==> src/rtl/mem_stage_ctrl.sv <==
// Memory-stage controller: issues one-cycle load/store requests from EX/MEM,
// stalls the front of the pipeline while the access is outstanding and registers MEM/WB.
module mem_stage_ctrl #(
    parameter int TIMEOUT = 15
) (
    input  logic        clk,
    input  logic        rst,
    input  logic        mem_en_EX_MEM,
    input  logic        mem_wr_EX_MEM,
    input  logic [15:0] alu_out_EX_MEM,
    input  logic [15:0] r2_EX_MEM,
    input  logic [2:0]  w1_reg_EX_MEM,
    input  logic        reg_en_EX_MEM,
    input  logic        halt_EX_MEM,
    output logic        mem_rd,
    output logic        mem_wr,
    output logic [15:0] mem_addr,
    output logic [15:0] mem_wdata,
    input  logic [15:0] mem_rdata,
    input  logic        mem_done,
    output logic        stall_mem,
    output logic [2:0]  w1_reg_MEM_WB,
    output logic        reg_en_MEM_WB,
    output logic        halt_MEM_WB,
    output logic [15:0] alu_out_MEM_WB,
    output logic [15:0] rdata_MEM_WB,
    output logic        mem_to_reg_MEM_WB,
    output logic        err_MEM_WB
);

    typedef enum logic [0:0] {
        IDLE = 1'b0,
        WAIT = 1'b1
    } state_t;

    localparam logic [7:0] TIMEOUT_C = 8'(TIMEOUT);

    state_t     state_r;
    state_t     state_nxt_s;
    logic [7:0] cnt_r;
    logic       access_s;
    logic       misalign_s;
    logic       done_ok_s;
    logic       timeout_s;
    logic       cnt_clr_s;
    logic       cnt_inc_s;
    logic       err_s;
    logic       load_done_s;

    assign access_s    = mem_en_EX_MEM & ~alu_out_EX_MEM[0];
    assign misalign_s  = mem_en_EX_MEM &  alu_out_EX_MEM[0];
    assign mem_addr    = alu_out_EX_MEM;
    assign mem_wdata   = r2_EX_MEM;
    assign err_s       = misalign_s | timeout_s;
    assign load_done_s = done_ok_s & ~mem_wr_EX_MEM;

    // Next-state, request pulses and stall; everything held low while reset is asserted.
    always_comb begin
        state_nxt_s = state_r;
        mem_rd      = 1'b0;
        mem_wr      = 1'b0;
        stall_mem   = 1'b0;
        done_ok_s   = 1'b0;
        timeout_s   = 1'b0;
        cnt_clr_s   = 1'b0;
        cnt_inc_s   = 1'b0;
        if (!rst) begin
            state_nxt_s = IDLE;
        end else begin
            case (state_r)
                IDLE: begin
                    if (access_s) begin
                        mem_rd = ~mem_wr_EX_MEM;
                        mem_wr =  mem_wr_EX_MEM;
                        if (mem_done) begin
                            done_ok_s = 1'b1;
                        end else begin
                            stall_mem   = 1'b1;
                            cnt_clr_s   = 1'b1;
                            state_nxt_s = WAIT;
                        end
                    end else begin
                        state_nxt_s = IDLE;
                    end
                end
                WAIT: begin
                    // A late done in the timeout cycle still counts as success.
                    if (mem_done) begin
                        done_ok_s   = 1'b1;
                        state_nxt_s = IDLE;
                    end else if (cnt_r == TIMEOUT_C) begin
                        timeout_s   = 1'b1;
                        state_nxt_s = IDLE;
                    end else begin
                        stall_mem   = 1'b1;
                        cnt_inc_s   = 1'b1;
                    end
                end
                default: begin
                    state_nxt_s = IDLE;
                end
            endcase
        end
    end

    // State register.
    always_ff @(posedge clk or negedge rst) begin
        if (!rst) begin
            state_r <= IDLE;
        end else begin
            state_r <= state_nxt_s;
        end
    end

    // Wait-cycle counter, cleared on the request cycle of a miss.
    always_ff @(posedge clk or negedge rst) begin
        if (!rst) begin
            cnt_r <= 8'd0;
        end else if (cnt_clr_s) begin
            cnt_r <= 8'd0;
        end else if (cnt_inc_s) begin
            cnt_r <= cnt_r + 8'd1;
        end else begin
            cnt_r <= cnt_r;
        end
    end

    // MEM/WB register: bubble while stalled, otherwise the completed instruction.
    always_ff @(posedge clk or negedge rst) begin
        if (!rst) begin
            w1_reg_MEM_WB     <= 3'd0;
            reg_en_MEM_WB     <= 1'b0;
            halt_MEM_WB       <= 1'b0;
            alu_out_MEM_WB    <= 16'd0;
            rdata_MEM_WB      <= 16'd0;
            mem_to_reg_MEM_WB <= 1'b0;
            err_MEM_WB        <= 1'b0;
        end else if (stall_mem) begin
            w1_reg_MEM_WB     <= 3'd0;
            reg_en_MEM_WB     <= 1'b0;
            halt_MEM_WB       <= 1'b0;
            alu_out_MEM_WB    <= 16'd0;
            rdata_MEM_WB      <= 16'd0;
            mem_to_reg_MEM_WB <= 1'b0;
            err_MEM_WB        <= 1'b0;
        end else begin
            w1_reg_MEM_WB     <= w1_reg_EX_MEM;
            reg_en_MEM_WB     <= reg_en_EX_MEM & ~err_s;
            halt_MEM_WB       <= halt_EX_MEM;
            alu_out_MEM_WB    <= alu_out_EX_MEM;
            rdata_MEM_WB      <= load_done_s ? mem_rdata : 16'd0;
            mem_to_reg_MEM_WB <= load_done_s;
            err_MEM_WB        <= err_s;
        end
    end

endmodule

==> config.mk <==
export PLATFORM = sky130hd
export DESIGN_NAME = mem_stage_ctrl
export DESIGN_NICKNAME = d
export VERILOG_FILES = /design/src/rtl/mem_stage_ctrl.sv
export SDC_FILE = /design/constraint.sdc
export NUM_CORES = 1
export LEC_CHECK = 0
export ABC_AREA = 1
export CAP_MARGIN = 0
export CORE_MARGIN = 4
export CORE_UTILIZATION = 37
export CTS_CLUSTER_DIAMETER = 120
export DETAILED_ROUTE_END_ITERATION = 10
export HOLD_SLACK_MARGIN = 0.05
export PLACE_DENSITY = 0.8
export SYNTH_ARGS = -nofsm -noshare
export SYNTH_HDL_FRONTEND = slang
export SYNTH_SLANG_ARGS = --single-unit
==> constraint.sdc <==
create_clock -name clk -period 1.9 [get_ports clk]
set_input_delay 0.19 -clock clk [delete_from_list [all_inputs] [get_ports clk]]
set_output_delay 0.19 -clock clk [all_outputs]
set_load 0.02 [all_outputs]
# After elaboration in Yosys (flattened, before gate mapping)
# Index checks and enable logic that the tools add are counted.
# op_classes
n_bitwise,9
shift,0
mul,0
eq_ne,1
muxes,34
addsub,1
div_mod_pow,0
n_lt_le_gt_ge,0
reduce_logical,1
# op_table
cell,n
$mux 16,3
$mux 1,26
$mux 8,2
$add 8x1->8 const B,1
$eq 8x4->1 const B,1
$and 1x1->1,4
$not 1->1,4
$pmux 1 s2,2
$mux 3,1
$reduce_bool 2->1,1
$or 1x1->1,1
# totals
in_bits,58
latch_bits,0
mem_bits_rw,0
output_inout_bits,74
memories,0
rom_bits,0
regBits,48

# Depth between registers and ports, before layout
# logic_depth
ltp_word,9
ltp_mapped,7
mapped_depth_nobuf,7

# Worst setup path after synthesis
# No wires, ideal clock.
# synth_path
kind,register to output
start,register cnt_r[0]
end,output port stall_mem
slack_ns,0.473
stages_incl_launch_ff,6
t_required_ns,1.710
arrival_time_ns,1.237
path_buffers,1
cell_sequence,dfrtp_1 > ha_1 > nand3_2 > o21ai_4 > nand2_4 > buf_6
# synth_via
elab_chain_len,5
# synth_lines
item,line_no,text
from (decl),40,logic [7:0] cnt_r;
from (signal assigned),122,cnt_r <= cnt_r + 8'd1;
from (signal assigned),124,cnt_r <= cnt_r;
$eq 8x4->1,91,end else if (cnt_r == TIMEOUT_C) begin
$mux 1,91,
$mux 1,88,if (mem_done) begin
$pmux 1 s2,70,case (state_r)
$mux 1,67,if (!rst) begin
to (decl),21,"output logic stall_mem,"
# No other way between the ends.

# Worst setup path in the final report
# Ends and elaborated chain as after synthesis.

==> results.toml <==
[timing]
slew_violations = 0
timing.setup.tns_ns = 0
worst_pin_slew_ns = 0.4994
period_minus_slack_ns = 1.795
final-setup-viol-count = 0
final_hold_viol_count = 0
headroom_to_the_max_slew_limit_pct = 66.58
fmaxAchievable_mhz = 557.2
worst_case_clock_skew_ns = 0.008426
rsz0062_at_grt = "no"
part_of_the_cycle_the_worst_path_needs_pct = 94.47

[worst_setup_path]
critical_path_peak_fanout = 4
crit_buf_inv = 1
critPathArrivalTime_ns = 1.60
critical_path_required_ns = 1.71
slowest_delay_ns = 0.40
timing.critical_path.cells = "ha_2 -> nand3_2 -> o21ai_4 -> nand2_4 -> clkdlybuf4s15_1"
worst-setup-path-type = "reg2out"
reg2reg_depth = 6
critical_path_end_type = "primary output"
critical-path-top-delay-family = "flip-flops"
critical_path.startpoint_type = "flip-flop"
worst-path-stages = 5
worst_path_max_delay_cell = "dfrtp_1"

[logic_synthesis]
synth_area_per_cell_um2 = 9.315
synth.cell_area_mm2 = 0.002198
synth_most_common_cell = "dfrtp_1"
synth.top_cells.by_area = "dfrtp_1, buf_4, inv_1"
yosysSeqAreaShare_pct = 54.64
postSynthRegisterBits = 48
synth_common_cells = "dfrtp_1, inv_1, buf_4"
synth_cell_types = 21
synth_ff_type = "dfrtp_1"
synthArstFlopShare_pct = 100.0
ys.warnings.count = 0
postSynthCellCount = 236
synth-edff-count = 0
post_synth_net_total = 295
synth_top_area_cell = "dfrtp_1"
yosysTopAreaCellShare_pct = 54.64

[detailed_routing]
avgRoutedWirePerCell_um = 12.13
detailroute.via_count = 1667
final_antenna_net_count = 0
drc = 0
dr.first_iter.drc_count = 61
final_routed_wirelength_mm = 4.755
detail_route.first_pass.iterations = 4
route.detailed.vias_per_inst = 4.253

[clocking]
clock_insertion_delay_worst_skew_ns = 0.30
clk_root_buffer_cell = "clkbuf_8"
path_clk_slew_ns = 0.09
htree_levels = 2
clock_path_buffers = 2
cts_buffers = 5
cts_sinks = 48
tritoncts_clock_tree = "yes"

[power_and_ir_drop]
total_power_mw = 2.103
p_switching_mw = 0.5370
pwr-share-comb_pct = 18.6
vdd_ir_drop_max_v = 0.0003822
powerDensity_mw_per_mm2 = 657.7
pwr-share-clk_pct = 30.2
static-leakage-power_nw = 1.607
swShare_pct = 25.53
internal_power_mw = 1.566
share_seq_of_total_power_pct = 51.2

[floorplanning]
die_height_um = 85.08
fp.coreArea_mm2 = 0.005642
row_count = 27
die-width_um = 85.08
pin_count = 132
start_util_pct = 38.97
fp.dieArea_mm2 = 0.007239

[place]
buffer_ports.inserted = 99
hpwlAfterDp_mm = 3.773
globalplace.congestion = 0.8265
placed_cell_area_mm2 = 0.003067

[global_routing]
number_of_global_route_vias_before_repair = 1728
grt_overflow = 0
gr-usage-all-layers_pct = 13.48
grt_start_max_net_pins = 35
grt_first_pass_wirelength_mm = 7.790
grt_antenna_before_repair = 0

[finish]
post-route-util_pct = 56.69
finalNetCount = 378
syn_to_final_growth_pct = 45.48
drive_above_1_share_pct = 14.06
antenna-diode-count = 0
final_area_mm2 = 0.003198

[outcome]
outcome = "complete, no violations"

[job]
timing.max_cap.violations = 0

[min_path]
min-delay-path-class = "in2async"
-- state kept, by name (all words and copies together) (netlist names) --
name and cells:
halt_MEM_WB 1, w1_reg_MEM_WB 3, reg_en_MEM_WB 1, err_MEM_WB 1, mem_to_reg_MEM_WB 1, state_r 1
alu_out_MEM_WB 16, rdata_MEM_WB 16, cnt_r 8
-- layer usage --
metal / wire, µm / track usage [%]
met3: 391 / 4.078
met5: 0 / 0
met4: 75 / 5.324
met2: 2538 / 24.15
met1: 1749 / 14.81
-- through the flow --
step / setup WS (ns) / hold slack, ns / std cells
finish: 0.1052 / 0.3172 / 392
global route: 0.005633 / 0.3424 / 392
floorplan: 0.4727 / -0.1056 / 236
detailed placement: -0.09956 / 0.03893 / 380
global placement: -0.002338 / 0.03857 / 380
CTS: 0.009541 / 0.3110 / 390
-- layout by cell type (no fill, tap or decap) --
master,netlist,layout
nor3_1,2,2
or2_2,1,1
clkdlybuf4s50_1,0,95
buf_4,33,11
nand2_4,1,1
nand4_2,1,1
buf_2,1,1
dlygate4sd2_1,0,2
o21ai_0,2,2
inv_1,47,47
nor2_4,2,2
dfrtp_1,48,48
a21oi_1,1,1
xor2_1,1,1
clkdlybuf4s15_1,0,1
ha_2,0,1
xnor2_1,2,2
nand3_1,21,21
inv_6,0,1
clkbuf_8,0,6
nand2_1,24,24
nor2_1,27,27
nor2_2,17,17
o21ai_4,1,1
nand3_2,1,1
dlygate4sd3_1,0,2
clkinv_2,0,1
-- layout make-up --
class | count | area [µm²]
tap | 72 | 90.09
inverter | 47 | 176.4
clock inverter | 2 | 13.76
multi-input combinational | 105 | 548.0
clock buffer | 6 | 82.58
sequential | 48 | 1201
timing repair buffer | 112 | 1086
fill | 464 | 2444
-- path summary, 6_finish.rpt --
check,from,to,slack [ns]
min reg2reg,cnt_r[7],cnt_r[7],0.58
max reg2reg,cnt_r[0],cnt_r[3],0.38
min,rst,cnt_r[4],0.32
max in group asynchronous,rst,err_MEM_WB,1.08
max,cnt_r[0],stall_mem,0.11
min in group clk,r2_EX_MEM[15],mem_wdata[15],0.38
-- kinds of logic (layout without fill, tap and decap cells) --
family                     count (synthesis)  in the layout  share of synthesized area, %
buffers and inverters                     83            167                         20.55
DFF                                       48             48                         54.64
xor gates and xnor gates                   3              3                         1.195
adders and majority gates                  1              1                        0.5691
and+or+nand+nor                           97             97                         21.63
AOI/OAI and AO/OA                          4              4                         1.423
-- repair_timing --
action | CTS | global route
setup endpoints to repair | 3 | 1
hold buffers | 2 | 0
pin swaps | 0 | 1
buffers inserted | 0 | 2
gates resized for setup | 3 | 2
hold endpoints to repair | 14 | 0
-- power by group through the flow --
stage / logic (mW) / registers (mW) / clock network, mW
global route: 0.424 / 1.08 / 0.690
global placement: 0.387 / 1.10 / 0
detailed placement: 0.391 / 1.10 / 0
CTS: 0.395 / 1.08 / 0.656
finish: 0.391 / 1.08 / 0.635
floorplan: 0.176 / 1.14 / 0
-- worst register-to-register path: cells and delay by family, from the launching register on --
family	cells	cell delay (ns)
flops	1	0.42
fa+ha+maj	1	0.22
simple gates	5	0.81
(Power assumes the default switching activity.)
